File: config.mk
export PLATFORM = sky130hd
export DESIGN_NAME = diag_ebus_reader_flat
export DESIGN_NICKNAME = d
export VERILOG_FILES = /design/src/rtl/diag_ebus_reader_if.sv /design/src/rtl/diag_ebus_reader.sv /design/src/flat_wrapper.sv
export SDC_FILE = /design/constraint.sdc
export NUM_CORES = 1
export LEC_CHECK = 0
export CAP_MARGIN = 20
export CORE_ASPECT_RATIO = 0.5
export CORE_MARGIN = 4
export CORE_UTILIZATION = 24
export CTS_BUF_LIST = sky130_fd_sc_hd__clkbuf_8
export DETAILED_ROUTE_END_ITERATION = 12
export SLEW_MARGIN = 20
export SYNTH_ARGS = -nofsm -noshare
export SYNTH_HDL_FRONTEND = slang
export SYNTH_SLANG_ARGS = --single-unit
File: constraint.sdc
create_clock -name clk -period 2.3 [get_ports clk]
set_clock_uncertainty 0.1 [all_clocks]
set_input_delay 0.46 -clock clk [delete_from_list [all_inputs] [get_ports clk]]
set_output_delay 0.46 -clock clk [all_outputs]
set_load 0.01 [all_outputs]
File: src/rtl/diag_ebus_reader_if.sv
// Request/response handshake bundle between the diagnostic console logic and diag_ebus_reader.
// The reader uses the slave modport; the console side uses master.
interface diag_ebus_reader_if;
    logic        req_valid;
    logic        req_ready;
    logic [2:0]  req_sel;
    logic        req_burst;
    logic        rsp_valid;
    logic        rsp_ready;
    logic [0:35] rsp_data;
    logic [2:0]  rsp_sel;
    logic        rsp_last;

    modport master (
        output req_valid, req_sel, req_burst, rsp_ready,
        input  req_ready, rsp_valid, rsp_data, rsp_sel, rsp_last
    );

    modport slave (
        input  req_valid, req_sel, req_burst, rsp_ready,
        output req_ready, rsp_valid, rsp_data, rsp_sel, rsp_last
    );
endinterface

File: src/rtl/diag_ebus_reader.sv
// Diagnostic-side EBUS reader: drives a DIAG select plus read strobe toward SCD and waits the settle time.
// It then latches the 36-bit EBUS word and hands it out on a valid/ready response, optionally walking DIAG up to 7.
module diag_ebus_reader #(
    parameter int unsigned SETTLE_CYCLES = 2
) (
    input  logic                 clk,
    input  logic                 reset,
    diag_ebus_reader_if.slave    bus,
    input  logic                 abort,
    output logic [4:6]           DIAG,
    output logic                 DIAG_READ_FUNC_13X,
    input  logic [0:35]          EBUS,
    output logic                 busy
);

    localparam logic [1:0] IDLE  = 2'd0;
    localparam logic [1:0] DRIVE = 2'd1;
    localparam logic [1:0] HOLD  = 2'd2;

    localparam logic [3:0] CNT_INIT = 4'(SETTLE_CYCLES - 1);

    logic [1:0]  state_r;
    logic [2:0]  diag_r;
    logic        strobe_r;
    logic [3:0]  cnt_r;
    logic        burst_r;
    logic        busy_r;
    logic        rsp_valid_r;
    logic [0:35] rsp_data_r;
    logic [2:0]  rsp_sel_r;
    logic        rsp_last_r;

    assign DIAG               = diag_r;
    assign DIAG_READ_FUNC_13X = strobe_r;
    assign busy               = busy_r;
    assign bus.req_ready      = (state_r == IDLE);
    assign bus.rsp_valid      = rsp_valid_r;
    assign bus.rsp_data       = rsp_data_r;
    assign bus.rsp_sel        = rsp_sel_r;
    assign bus.rsp_last       = rsp_last_r;

    // Read sequencer: the strobe and every response field are registered so SCD and the consumer see clean levels.
    always_ff @(posedge clk) begin
        if (reset) begin
            state_r     <= IDLE;
            diag_r      <= 3'd0;
            strobe_r    <= 1'b0;
            cnt_r       <= 4'd0;
            burst_r     <= 1'b0;
            busy_r      <= 1'b0;
            rsp_valid_r <= 1'b0;
            rsp_data_r  <= 36'd0;
            rsp_sel_r   <= 3'd0;
            rsp_last_r  <= 1'b0;
        end else if (abort) begin
            // Abort beats a same-cycle rsp_ready: the pending word is simply dropped.
            state_r     <= IDLE;
            strobe_r    <= 1'b0;
            busy_r      <= 1'b0;
            rsp_valid_r <= 1'b0;
        end else begin
            case (state_r)
                IDLE: begin
                    if (bus.req_valid) begin
                        diag_r   <= bus.req_sel;
                        burst_r  <= bus.req_burst;
                        cnt_r    <= CNT_INIT;
                        strobe_r <= 1'b1;
                        busy_r   <= 1'b1;
                        state_r  <= DRIVE;
                    end else begin
                        strobe_r <= 1'b0;
                    end
                end
                DRIVE: begin
                    if (cnt_r == 4'd0) begin
                        rsp_data_r  <= EBUS;
                        rsp_sel_r   <= diag_r;
                        rsp_last_r  <= ~burst_r | (diag_r == 3'd7);
                        rsp_valid_r <= 1'b1;
                        strobe_r    <= 1'b0;
                        state_r     <= HOLD;
                    end else begin
                        cnt_r <= cnt_r - 4'd1;
                    end
                end
                HOLD: begin
                    // The strobe is low here, so stepping DIAG on the accept edge never moves it under a live strobe.
                    if (bus.rsp_ready) begin
                        rsp_valid_r <= 1'b0;
                        if (rsp_last_r) begin
                            busy_r  <= 1'b0;
                            state_r <= IDLE;
                        end else begin
                            diag_r   <= diag_r + 3'd1;
                            cnt_r    <= CNT_INIT;
                            strobe_r <= 1'b1;
                            state_r  <= DRIVE;
                        end
                    end else begin
                        strobe_r <= 1'b0;
                    end
                end
                default: begin
                    state_r     <= IDLE;
                    strobe_r    <= 1'b0;
                    busy_r      <= 1'b0;
                    rsp_valid_r <= 1'b0;
                end
            endcase
        end
    end

endmodule

File: src/flat_wrapper.sv
// flat-port wrapper written by rule: the top's interface ports become plain ports
module diag_ebus_reader_flat 
#(
    parameter int unsigned SETTLE_CYCLES = 2
)
  (clk, reset, abort, DIAG, DIAG_READ_FUNC_13X, EBUS, busy, bus_req_valid, bus_req_sel, bus_req_burst, bus_rsp_ready, bus_req_ready, bus_rsp_valid, bus_rsp_data, bus_rsp_sel, bus_rsp_last);
  diag_ebus_reader_if bus_i ();
  input  logic clk;
  input  logic reset;
  input  logic abort;
  output logic [4:6] DIAG;
  output logic DIAG_READ_FUNC_13X;
  input  logic [0:35] EBUS;
  output logic busy;
  input wire logic [$bits(bus_i.req_valid)-1:0] bus_req_valid;
  input wire logic [$bits(bus_i.req_sel)-1:0] bus_req_sel;
  input wire logic [$bits(bus_i.req_burst)-1:0] bus_req_burst;
  input wire logic [$bits(bus_i.rsp_ready)-1:0] bus_rsp_ready;
  output wire logic [$bits(bus_i.req_ready)-1:0] bus_req_ready;
  output wire logic [$bits(bus_i.rsp_valid)-1:0] bus_rsp_valid;
  output wire logic [$bits(bus_i.rsp_data)-1:0] bus_rsp_data;
  output wire logic [$bits(bus_i.rsp_sel)-1:0] bus_rsp_sel;
  output wire logic [$bits(bus_i.rsp_last)-1:0] bus_rsp_last;
  assign bus_i.req_valid = bus_req_valid;
  assign bus_i.req_sel = bus_req_sel;
  assign bus_i.req_burst = bus_req_burst;
  assign bus_i.rsp_ready = bus_rsp_ready;
  assign bus_req_ready = bus_i.req_ready;
  assign bus_rsp_valid = bus_i.rsp_valid;
  assign bus_rsp_data = bus_i.rsp_data;
  assign bus_rsp_sel = bus_i.rsp_sel;
  assign bus_rsp_last = bus_i.rsp_last;
  diag_ebus_reader #(.SETTLE_CYCLES(SETTLE_CYCLES)) u_core (.clk(clk), .reset(reset), .bus(bus_i), .abort(abort), .DIAG(DIAG), .DIAG_READ_FUNC_13X(DIAG_READ_FUNC_13X), .EBUS(EBUS), .busy(busy));
endmodule
==> reports/metrics.csv, run 1 <==
metric,value,unit
Tot GR Track Use,10.76,%
Fmax achieved,0.4792,GHz
Leakage,1.114,nW
H-tree levels,2,
Layout area overhead,53.30,%
crit path launch type,register,
CP required,2360,ps
worst slew pin tran,567.1,ps
ratio of cells with drive above 1 in the final layout,6.180,%
DR vias,2057,
Max-slew headroom,61.21,%
FF+latch area,1061,um2
number of synthesized register bits,53,
final hold vios,0,
Overflow after GRT,0,
Buffers on Ports,91,
critical path type,register to register,
initial core utilization,24.58,%
Die Ht,74.79,um
Post-synth EDFFs,0,
crit-path leading delay family,simple AND/OR/NAND/NOR gates,
DRC viols,0,
post-synthesis instance total,265,
Synth Flop Type,dfxtp_1,
initial drt markers,157,
clock root buffer,clkbuf_8,
minimum clock period,2087,ps
critical path endpoint category,register,
pwr dens,526.1,nW/um2
cts repair resizes,0,
Die ar.,10590,um2
Final Power,1.727,mW
max_cap viols,0,
vias per std cell,4.349,
final setup violation count,0,
Core Region,8708,um2
row count,24,
HP Class,register to register,
CP peak stage delay,430,ps
drt pass-1 iters,5,
"Async S/R FF share, synth",0,%
final WL,5916,um
routability congestion estimate,0.8144,
count of cell types in the netlist,39,
Clock Pin Slew Worst Setup and Hold Paths,90,ps
Ys Warns,0,
CP Cell Sequence,inv_1 > ha_1 > nor3b_4 > or3b_1 > buf_4 > nand2_1 > a21oi_1,
setup bufs post-CTS,0,
Post-layout nets,404,
Buf/Inv on CP,2,
FF-to-FF setup slack,210,ps
first-pass GRT wire length,9308,um
worst-path fanout max,32,
Final Max Tran Viols,0,
post-route ant nets,0,
TritonCTS Buffers,5,
largest net degree at the start of global routing,51,
Post-DP HPWL,4208,um
outcome,"finished, final reports clean",
ANT cells,0,
vias in the first global route,1898,
initial antenna violation count,0,
routed len/inst,12.51,um
final-layout fill cell count,914,
"Clk Latency, worst-skew pair",300,ps
crit share post-route,90.73,%
Post-Syn Nets,314,
worst vdd ir,0.2382,mV
Syn Area/Cell,8.079,um2
Worst Path Arrival,2150,ps
Syn Std Cell Area,2141,um2
area of the multi-input gates,963.4,um2
"Seq/Total Area, Yosys",49.56,%
slowest stage cell on the critical path,or3b_1,
unrepaired setup endpoints after global routing,false,
I/O pin cnt,92,
Die X,141.6,um
Hold Buf Count CTS,0,
Max clock buf depth,2,
CTS tree,built,
clock sinks,53,
setup TNS,0,ps
==> flip-flops by register name (all words and copies together) (netlist names) <==
name,cells
u_core.DIAG,3
u_core.DIAG_READ_FUNC_13X,1
u_core.burst_r,1
u_core.bus.rsp_data,36
u_core.bus.rsp_last,1
u_core.bus.rsp_sel,3
u_core.bus.rsp_valid,1
u_core.busy,1
u_core.cnt_r,4
u_core.state_r,2
==> synthesized netlist by cell type (3+ instances only) <==
cell      instances  area share, %
mux2i_1           3            1.4
nor2_1           11            1.9
nand2_1          85             15
a31oi_1           3           0.88
dfxtp_1          53             50
inv_1             8            1.4
o21ai_0           3           0.70
nand2b_1          3           0.88
a211oi_1          4            1.4
clkbuf_1          9            1.6
a21oi_1          45             11
ha_1              4            2.3
buf_2             8            1.9
==> cell usage in the layout, fill, tap and decap left out, types with 2 or more instances in the layout <==
cell type,netlist,routed
inv_1,8,11
nor3b_4,1,2
dfxtp_1,53,53
a21oi_1,45,45
a211oi_1,4,4
nand2_1,85,85
a31oi_1,3,3
mux2i_1,3,3
ha_1,4,4
nand2b_1,3,3
clkbuf_8,0,5
o21ai_0,3,3
buf_4,1,10
clkdlybuf4s50_1,0,90
nor2_1,11,11
==> worst min-delay path, stage by stage, from the launching register on <==
cell	delay (ps)
dfxtp_1	320
nand2_1	50
a21oi_1	50
==> power breakdown <==
part / leakage [nW] / total, mW / internal, mW / switching [mW]
clock: 0.0519 / 0.498 / 0.204 / 0.294
combinational: 0.633 / 0.268 / 0.155 / 0.113
sequential: 0.429 / 0.961 / 0.943 / 0.0179
total: 1.11 / 1.73 / 1.30 / 0.425
==> layout make-up <==
cell class                 instances  area share [%]
clock buffer                       5           2.097
tap                              117           4.461
sequential                        53           32.33
inverter                           8          0.9150
timing repair buffer             102           30.50
multi-input combinational        185           29.36
clock inverter                     3          0.3431
==> kinds of logic after synthesis <==
kind of cell / after synthesis / share of synthesized area [%]
and+or+nand+nor: 110 / 22.09
DFF: 53 / 49.56
AOI/OAI and AO/OA: 68 / 18.88
buffers and inverters: 27 / 5.728
adders and majority gates: 4 / 2.338
muxes: 3 / 1.403
==> final timing paths <==
kind | start | end | cells past startpoint
worst min-delay path | u_core.bus.rsp_data[24] | u_core.bus.rsp_data[24] | 2
worst min register to register | u_core.bus.rsp_data[24] | u_core.bus.rsp_data[24] | 2
worst max register to register | u_core.cnt_r[1] | u_core.bus.rsp_sel[0] | 7
worst max-delay path | u_core.cnt_r[1] | u_core.bus.rsp_sel[0] | 7
==> routing by layer <==
layer / part of all wire [%] / global-route usage [%] / up-vias
met5: 0 / 0 / -
met4: 1.3 / 2.553 / 0
met3: 3.7 / 2.538 / 9
met2: 49 / 19.31 / 31
met1: 46 / 13.39 / 957
li1: - / - / 1060
==> through the flow <==
| step | instances | hold slack (ps) | area [um2] | utilization [%] | worst slack [ps] |
|---|---|---|---|---|---|
| 5_1_grt | 473 | 371.3 | 3282 | 37.69 | 44.05 |
| 2_1_floorplan | 265 | 348.5 | 2141 | - | 494.9 |
| 3_5_place_dp | 465 | 345.3 | 3202 | 36.77 | 153.8 |
| 3_3_place_gp | 465 | 340.7 | 3202 | 36.77 | 155.1 |
| 6_report | 473 | 356.0 | 3282 | 37.69 | 213.2 |
| 4_1_cts | 473 | 358.3 | 3282 | 37.69 | 190.0 |
(Power assumes the default switching activity.)
==> inputs of run 2 (changes only) <==
--- a/config.mk
+++ b/config.mk
@@ -11,6 +11,7 @@
 export CORE_UTILIZATION = 24
 export CTS_BUF_LIST = sky130_fd_sc_hd__clkbuf_8
 export DETAILED_ROUTE_END_ITERATION = 12
+export DONT_BUFFER_PORTS = 1
 export SLEW_MARGIN = 20
 export SYNTH_ARGS = -nofsm -noshare
 export SYNTH_HDL_FRONTEND = slang
==> run 2 against run 1 <==
Clock-buffer cell count unchanged. Critical path depth decreased by 1. Worst hold slack got worse by 250 ps. Design area decreased by 28%. Critical endpoint is now u_core.bus.rsp_last.
==> reports/metrics.csv, run 2 (synthesis gave the netlist of run 1 again) <==
metric,value,unit,change
Die Ht,74.79,um,unchanged
clock root buffer,clkbuf_8,,unchanged
FF-to-FF End,u_core.bus.rsp_last,,was u_core.bus.rsp_sel[0]
Reg2Reg Depth,6,,was 7
Max clock buf depth,2,,unchanged
initial drt markers,154,,was 157
largest net degree at the start of global routing,52,,was 51
"commonest non-fill, non-tap cells in the layout","nand2_1, dfxtp_1, a21oi_1, nor2_1, inv_1",,"was clkdlybuf4s50_1, nand2_1, dfxtp_1, a21oi_1"
row count,24,,unchanged
clock sinks,53,,unchanged
hold path cells,1,,was 2
initial antenna violation count,0,,unchanged
Buffers on Ports,0,,was 91
wl on met1,2159,um,was 2695 um
Top Metal Used,met4,,unchanged
Fmax achieved,0.4877,GHz,was 0.4792 GHz
CP Cell Sequence,inv_1 > ha_1 > nor3b_4 > or3b_1 > buf_4 > a211oi_2,,was inv_1 > ha_1 > nor3b_4 > or3b_1 > buf_4 > nand2_1 > a21oi_1
DRC viols,0,,unchanged
Hold Buf Count CTS,0,,unchanged
worst-path fanout max,40,,was 32
routed len/inst,13.46,um,was 12.51 um
critical path type,register to register,,unchanged
Overflow after GRT,0,,unchanged
Post-layout nets,307,,was 404
Critical Path Start,u_core.cnt_r[1],,unchanged
vias in the first global route,1464,,was 1898
Buf/Inv on CP,2,,unchanged
worst vdd ir,0.2386,mV,was 0.2382 mV
cts repair resizes,0,,unchanged
Worst Path Arrival,2190,ps,was 2150 ps
Worst Hold End,u_core.bus.rsp_last,,was u_core.bus.rsp_data[24]
ANT cells,0,,unchanged
pwr dens,705.2,nW/um2,was 526.1 nW/um2
max FFs per register,36,,unchanged
I/O pin cnt,92,,unchanged
minimum clock period,2050,ps,was 2087 ps
CTS tree,built,,unchanged
Die X,141.6,um,unchanged
setup TNS,0,ps,unchanged
Core Region,8708,um2,unchanged
post-route ant nets,0,,unchanged
Clock Pin Slew Worst Setup and Hold Paths,110,ps,was 90 ps
critical path endpoint category,register,,unchanged
drt pass-1 iters,4,,was 5
final hold vios,0,,unchanged
"commonest non-fill, non-tap cell in the layout",nand2_1,,was clkdlybuf4s50_1
CP peak stage delay,400,ps,was 430 ps
Max-slew headroom,61.46,%,was 61.21%
HP Class,input port to register,,was register to register
final setup violation count,0,,unchanged
outcome,"finished, final reports clean",,unchanged
setup bufs post-CTS,0,,unchanged
Die ar.,10590,um2,unchanged
Layout area overhead,9.702,%,was 53.30%
DR vias,1673,,was 2057
crit share post-route,89.15,%,was 90.73%
ratio of cells with drive above 1 in the final layout,6.950,%,was 6.180%
H-tree levels,2,,unchanged
crit path launch type,register,,unchanged
initial core utilization,24.58,%,unchanged
first-pass GRT wire length,7583,um,was 9308 um
TritonCTS Buffers,5,,unchanged
r2r startpoint,u_core.cnt_r[1],,unchanged
"Clk Latency, worst-skew pair",310,ps,was 300 ps
met2 routed WL,2645,um,was 2923 um
met3 WL,228,um,was 221 um
Post-DP HPWL,3564,um,was 4208 um
routability congestion estimate,0.7189,,was 0.8144
Final Util,26.97,%,was 37.69%
Hold Path Origin,reset,,was u_core.bus.rsp_data[24]
slowest stage cell on the critical path,or3b_1,,unchanged
Tot GR Track Use,8.808,%,was 10.76%
CP required,2440,ps,was 2360 ps
max_cap viols,0,,unchanged
Leakage,0.7503,nW,was 1.114 nW
worst slew pin tran,563.5,ps,was 567.1 ps
Final Max Tran Viols,0,,unchanged
FF-to-FF setup slack,250,ps,was 210 ps
unrepaired setup endpoints after global routing,false,,unchanged
vias per std cell,4.449,,was 4.349
final WL,5061,um,was 5916 um
crit-path leading delay family,simple AND/OR/NAND/NOR gates,,unchanged
## run 2: how the worst max path moves through the flow
stage               cells after the start                       to
finish                                  6      u_core.bus.rsp_last
CTS                                     6      u_core.bus.rsp_last
global placement                        6      u_core.bus.rsp_last
detailed placement                      6      u_core.bus.rsp_last
floorplan                               8  u_core.bus.rsp_data[16]
global route                            4          u_core.cnt_r[3]
## run 2: cell type report
class | count | area (um2)
Inverter | 8 | 30.03
Clock buffer | 5 | 68.82
Clock inverter | 3 | 28.78
Multi-Input combinational cell | 185 | 963.4
Fill cell | 958 | 6360
Sequential cell | 53 | 1061
Tap cell | 117 | 146.4
Timing Repair Buffer | 5 | 50.05
## run 2: layer usage
metal / vias up / track usage (%)
li1: 868 / -
met1: 777 / 10.90
met2: 26 / 15.42
met3: 2 / 2.157
met4: 0 / 2.872
met5: - / 0
## run 2: report_power, final
part | switching (mW) | internal (mW) | total [mW]
combinational | 0.0616 | 0.0489 | 0.110
clock | 0.341 | 0.229 | 0.569
sequential | 0.0325 | 0.944 | 0.976
total | 0.435 | 1.22 | 1.66
## run 2: worst register-to-register path, stage by stage, from the launching register on
cell and delay (ps):
dfxtp_1 330, inv_1 120, ha_1 180, nor3b_4 330, or3b_1 400, buf_4 280, a211oi_2 250
## run 2: metrics by stage
stage               area [um2]  total power [mW]  worst slack (ps)  hold WS, ps  instances
floorplan                 2141             1.094             494.9        348.5        265
global placement          2251             1.108             334.6        356.5        368
detailed placement        2251             1.110             272.8        361.1        368
CTS                       2349             1.688             254.2        86.85        376
global route              2349             1.744             101.6        78.77        376
finish                    2349             1.656             249.5        103.4        376
==> inputs of run 3 (changes only) <==
--- a/config.mk
+++ b/config.mk
@@ -5,7 +5,6 @@
 export SDC_FILE = /design/constraint.sdc
 export NUM_CORES = 1
 export LEC_CHECK = 0
-export CAP_MARGIN = 20
 export CORE_ASPECT_RATIO = 0.5
 export CORE_MARGIN = 4
 export CORE_UTILIZATION = 24
==> results of run 3 <==
Final layout, timing and power as in run 2 (identical DEF).
